File: src/rtl/sseg_pkg.sv
// Shared seven-segment definitions: the hex/segment table (used by both encoder and decoder),
// the stability FSM encoding and the legal single-digit anode patterns.
package sseg_pkg;

    // Active-low {a,b,c,d,e,f,g} pattern for each hex digit, indexed by value.
    localparam logic [0:15][6:0] SEG_TABLE = '{
        7'b0000001, 7'b1001111, 7'b0010010, 7'b0000110,
        7'b1001100, 7'b0100100, 7'b0100000, 7'b0001111,
        7'b0000000, 7'b0000100, 7'b0001000, 7'b1100000,
        7'b0110001, 7'b1000010, 7'b0110000, 7'b0111000
    };

    typedef enum logic [1:0] {
        StWait  = 2'd0,
        StCount = 2'd1,
        StHold  = 2'd2
    } sseg_state_e;

    localparam logic [3:0] AN_DIG0 = 4'b1110;
    localparam logic [3:0] AN_DIG1 = 4'b1101;
    localparam logic [3:0] AN_DIG2 = 4'b1011;
    localparam logic [3:0] AN_DIG3 = 4'b0111;

    function automatic logic [6:0] hex_to_seg(input logic [3:0] hex);
        return SEG_TABLE[hex];
    endfunction

    function automatic logic an_valid(input logic [3:0] an);
        return (an == AN_DIG0) || (an == AN_DIG1) || (an == AN_DIG2) || (an == AN_DIG3);
    endfunction

endpackage

File: src/rtl/sseg_to_hex.sv
// Combinational reverse lookup of an active-low segment pattern into a hex nibble.
// Unrecognised patterns decode to 0 with err_o set.
module sseg_to_hex
    import sseg_pkg::*;
(
    input  logic [6:0] seg_i,
    output logic [3:0] hex_o,
    output logic       err_o
);

    always_comb begin
        hex_o = 4'h0;
        err_o = 1'b1;
        for (int i = 0; i < 16; i++) begin
            if (seg_i == SEG_TABLE[i]) begin
                hex_o = 4'(i);
                err_o = 1'b0;
            end
        end
    end

endmodule

File: src/rtl/sseg_mux_decoder.sv
// Reconstructs four hex digits and decimal points from a multiplexed anode/segment bus,
// capturing each digit once per stable dwell and pulsing frame_done when all four are seen.
module sseg_mux_decoder
    import sseg_pkg::*;
#(
    parameter int unsigned STABLE_CYCLES = 4
) (
    input  logic        clk,
    input  logic        reset,
    input  logic [3:0]  an,
    input  logic [7:0]  sseg,
    output logic [15:0] hex_out,
    output logic [3:0]  dp_out,
    output logic [3:0]  digit_valid,
    output logic [3:0]  digit_err,
    output logic        frame_done
);

    localparam int unsigned CNT_W = 8;
    localparam logic [CNT_W:0] STABLE_LIM = (CNT_W + 1)'(STABLE_CYCLES);

    logic [3:0]       s_an_q, prev_an_q;
    logic [7:0]       s_sseg_q, prev_sseg_q;
    logic [CNT_W-1:0] cnt_q, cnt_d;
    logic [CNT_W:0]   cnt_next;
    sseg_state_e      state_q, state_d;
    logic             pair_valid, pair_changed, capture;

    logic [3:0][3:0]  nib_q, nib_d;
    logic [3:0]       dp_q, dp_d, err_q, err_d, vld_q, vld_d, mask_new;
    logic             frame_q, frame_d;
    logic [1:0]       idx;
    logic [3:0]       dec_hex;
    logic             dec_err;

    sseg_to_hex u_dec (
        .seg_i (s_sseg_q[6:0]),
        .hex_o (dec_hex),
        .err_o (dec_err)
    );

    assign pair_valid   = an_valid(s_an_q);
    assign pair_changed = {s_an_q, s_sseg_q} != {prev_an_q, prev_sseg_q};
    assign cnt_next     = {1'b0, cnt_q} + {{CNT_W{1'b0}}, 1'b1};

    // Count starts the cycle after a change, so STABLE_CYCLES identical samples
    // need STABLE_CYCLES+1 identical pin values.
    always_comb begin
        state_d = state_q;
        cnt_d   = cnt_q;
        capture = 1'b0;
        if (!pair_valid) begin
            state_d = StWait;
            cnt_d   = '0;
        end else if (pair_changed) begin
            state_d = StCount;
            cnt_d   = '0;
        end else begin
            case (state_q)
                StWait: begin
                    state_d = StCount;
                    cnt_d   = '0;
                end
                StCount: begin
                    if (cnt_next >= STABLE_LIM) begin
                        capture = 1'b1;
                        state_d = StHold;
                    end else begin
                        cnt_d = cnt_next[CNT_W-1:0];
                    end
                end
                default: state_d = StHold;
            endcase
        end
    end

    always_comb begin
        case (s_an_q)
            AN_DIG1: idx = 2'd1;
            AN_DIG2: idx = 2'd2;
            AN_DIG3: idx = 2'd3;
            default: idx = 2'd0;
        endcase
    end

    always_comb begin
        nib_d    = nib_q;
        dp_d     = dp_q;
        err_d    = err_q;
        vld_d    = vld_q;
        frame_d  = 1'b0;
        mask_new = vld_q | (4'b0001 << idx);
        if (capture) begin
            nib_d[idx] = dec_hex;
            dp_d[idx]  = s_sseg_q[7];
            err_d[idx] = dec_err;
            // A completed frame restarts the mask instead of ever showing 1111.
            if (mask_new == 4'hF) begin
                vld_d   = 4'h0;
                frame_d = 1'b1;
            end else begin
                vld_d = mask_new;
            end
        end
    end

    always_ff @(posedge clk or posedge reset) begin
        if (reset) begin
            s_an_q      <= 4'hF;
            s_sseg_q    <= 8'hFF;
            prev_an_q   <= 4'hF;
            prev_sseg_q <= 8'hFF;
            cnt_q       <= '0;
            state_q     <= StWait;
            nib_q       <= '0;
            dp_q        <= 4'h0;
            err_q       <= 4'h0;
            vld_q       <= 4'h0;
            frame_q     <= 1'b0;
        end else begin
            s_an_q      <= an;
            s_sseg_q    <= sseg;
            prev_an_q   <= s_an_q;
            prev_sseg_q <= s_sseg_q;
            cnt_q       <= cnt_d;
            state_q     <= state_d;
            nib_q       <= nib_d;
            dp_q        <= dp_d;
            err_q       <= err_d;
            vld_q       <= vld_d;
            frame_q     <= frame_d;
        end
    end

    assign hex_out     = nib_q;
    assign dp_out      = dp_q;
    assign digit_valid = vld_q;
    assign digit_err   = err_q;
    assign frame_done  = frame_q;

endmodule

File: config.mk
export PLATFORM = sky130hd
export DESIGN_NAME = sseg_mux_decoder
export DESIGN_NICKNAME = d
export VERILOG_FILES = /design/src/rtl/sseg_pkg.sv /design/src/rtl/sseg_to_hex.sv /design/src/rtl/sseg_mux_decoder.sv
export SDC_FILE = /design/constraint.sdc
export NUM_CORES = 1
export LEC_CHECK = 0
export CAP_MARGIN = 25
export CORE_MARGIN = 2
export CORE_UTILIZATION = 54
export DETAILED_ROUTE_END_ITERATION = 10
export PLACE_DENSITY = 0.8
export SLEW_MARGIN = 20
export SYNTH_ARGS = -nofsm -noshare
export SYNTH_HDL_FRONTEND = slang
export SYNTH_SLANG_ARGS = --single-unit
File: constraint.sdc
create_clock -name clk -period 3.3 [get_ports clk]
set_clock_uncertainty 0.1 [all_clocks]
set_input_delay 0.66 -clock clk [delete_from_list [all_inputs] [get_ports clk]]
set_output_delay 0.66 -clock clk [all_outputs]
set_load 0.01 [all_outputs]
==> impl_metrics.py <==
metrics = {
    "cts": {
        "holdBufCountCts": 0,
        "cts_tree": "done",
        "cts.repair.resized": 0,
        "clock_latency_ns": 0.33,
        "cts.sinks": 63,
        "clk_root_buffer_cell": "clkbuf_8",
        "postCtsSetupRepairBufs": 0,
        "cts.reportedPaths.clkPinSlew_ns": 0.06,
        "htreeDepth": 3,
        "numCtsBuffers": 9,
        "ctsLongestPathBuffers": 2,
    },
    "routing": {
        "vias": 1968,
        "drt_first_pass_iters": 4,
        "drt_iter0_drc": 182,
        "avgRoutedWirePerCell_um": 16.3,
        "viasPerCell": 5.69,
        "wirelength_mm": 5.64,
        "drc_errors": 0,
        "ant_nets": 0,
    },
    "yosys": {
        "synth.top_cell.area_share": 0.335,
        "yosysWarnings": 0,
        "netlist_instances": 231,
        "async_flop_share": 1.00,
        "synth_seq_cells": 63,
        "yosysSeqAreaShare": 0.552,
        "synth_cell_types": 54,
        "synth_area_per_cell_sq_um": 12.6,
        "synth-edff-count": 0,
        "synth_area_leaders": "dfrtp_1, dfstp_2, mux2_4",
        "netlist_area_sq_mm": 0.00291,
        "synth_fp_nets": 247,
        "synth_ff_type": "dfrtp_1",
        "yosysTopAreaCell": "dfrtp_1",
    },
    "status": {
        "status": "finished, final reports clean",
    },
    "global_routing": {
        "grt_max_degree": 34,
        "grt_pass1_vias": 2001,
        "grt_usage": 0.210,
        "antenna_found_initial": 0,
        "grt-ovfl-total": 0,
        "grt_pass1_wl_mm": 9.72,
    },
    "timing": {
        "fmax_mhz": 376,
        "drv_slew": 0,
        "slew_headroom": 0.434,
        "period_share": 0.805,
        "finalSetupViolCount": 0,
        "rsz0062_at_grt": "no",
        "finalSetupTns_ns": 0,
        "hold_viol": 0,
        "period_minus_slack_ns": 2.66,
        "tightest_slew_ns": 0.842,
    },
    "placed_design": {
        "dp_hpwl_mm": 3.82,
        "port_buffers": 42,
        "gp_congestion": 0.838,
    },
    "floorplanning": {
        "initial_core_util": 0.566,
        "coreArea_sq_mm": 0.00514,
        "rows": 26,
        "die-area_sq_mm": 0.00599,
        "ioPinCount": 43,
        "die_x_um": 77.4,
        "fp.dieH_um": 77.4,
    },
    "worst_setup_path": {
        "reg2regPathDepth": 5,
        "critical_path_arrival_ns": 2.77,
        "crit_type": "register to register",
        "required_ns": 3.42,
        "end_kind": "register",
        "cp_max_fo": 18,
        "start_kind": "register",
    },
    "job": {
        "drv_cap": 0,
    },
    "min_path": {
        "hold-path-cell-count": 0,
        "min_path_type": "register to register",
    },
    "layout": {
        "layout_commonest_cell": "clkdlybuf4s50_1",
        "n_antenna_cell": 0,
        "nets": 287,
        "layout-drive-gt1-share": 0.250,
        "mostFrequentLayoutCells": "clkdlybuf4s50_1, dfrtp_1, dfstp_2",
        "final_util": 0.685,
        "areaGrowthSynthToFinish_pct": 21.0,
    },
    "power": {
        "power.leakage_nw": 1.53,
        "vdd_drop_max_mv": 0.372,
        "p_per_area_mw_per_mm2": 438,
    },
}
==> layer usage <==
metal / part of all wire / vias to the layer above / GRT usage
met4: 0.0091 / 0 / 0.0875
met2: 0.49 / 69 / 0.318
met1: 0.45 / 978 / 0.289
met3: 0.052 / 6 / 0.0570
li1: - / 915 / -
met5: 0 / - / 0
==> synthesized netlist by cell type (2+ instances only) <==
library cell and number:
and3_1 2, nand3_1 6, buf_6 6, nand4b_1 3
or4_1 4, inv_1 8, dfstp_2 24, xor2_1 12
nor4_2 2, nor2b_1 5, and3b_1 2, mux2_4 12
o2bb2ai_1 2, ha_1 2, nand2b_1 2, clkbuf_1 8
a21oi_1 10, nor3_1 3, nor3b_1 7, a22oi_1 2
a31oi_1 3, nor4_1 3, nand2_1 13, nand4_1 3
nor2_1 7, nand3b_1 2, a211oi_1 2, dfrtp_1 39
mux2_2 12
==> kinds of logic (layout without fill, tap and decap cells) <==
kind of cell	after synthesis	in the layout	share of synthesized area
adder cells (fa/ha/maj)	2	2	0.00860
buffers and inverters	22	67	0.0439
multiplexers	25	25	0.112
XOR/XNOR	14	14	0.0447
AO/OA/AOI/OAI	34	34	0.0839
flip-flops	63	63	0.552
AND/OR/NAND/NOR	71	71	0.155
==> final timing paths <==
kind / startpoint / slack, ns / end
max: s_sseg_q[6] / 0.64 / hex_out[13]
min: s_sseg_q[7] / 0.31 / prev_sseg_q[7]
max reg2reg: s_sseg_q[6] / 0.64 / hex_out[13]
min reg2reg: s_sseg_q[7] / 0.31 / prev_sseg_q[7]
max in group asynchronous: reset / 1.79 / s_sseg_q[7]
min in group asynchronous: reset / 0.65 / hex_out[8]
==> area by class of cell <==
| class | count | area (sq um) |
|---|---|---|
| Inverter | 8 | 30.0 |
| Multi-Input combinational cell | 146 | 1170 |
| Clock inverter | 5 | 48.8 |
| Tap cell | 70 | 87.6 |
| Sequential cell | 63 | 1610 |
| Timing Repair Buffer | 43 | 440 |
| Clock buffer | 11 | 131 |
| Fill cell | 405 | 1620 |
==> critical path: stages (launching register included) <==
cell     delay (ns)
dfstp_2        0.73
xor2_1         0.13
nor4_2         0.32
nand3_1        0.18
or4_1          0.71
mux2_4         0.37
==> registers in the layout (all words and copies together) (netlist names) <==
| name | cells |
|---|---|
| hex_out | 16 |
| cnt_q | 8 |
| prev_sseg_q | 8 |
| s_sseg_q | 8 |
| digit_err | 4 |
| digit_valid | 4 |
| dp_out | 4 |
| prev_an_q | 4 |
| s_an_q | 4 |
| state_q | 2 |
| frame_done | 1 |
==> power by group <==
part / internal [mW] / switching [mW]
Sequential: 0.802 / 0.0299
Combinational: 0.0418 / 0.0465
Clock: 0.343 / 0.281
Total: 1.19 / 0.357
==> metrics by stage <==
stage	cell area [sq um]	power (mW)	cells	setup slack (ns)	hold slack, ns
floorplan	2910	0.900	231	1.01	0.260
global placement	3340	0.929	330	0.744	0.301
detailed placement	3340	0.932	330	0.698	0.304
CTS	3520	1.55	346	0.644	0.314
global route	3520	1.61	346	0.531	0.318
finish	3520	1.54	346	0.643	0.314
No activity file was read; power rests on OpenSTA's default activity.
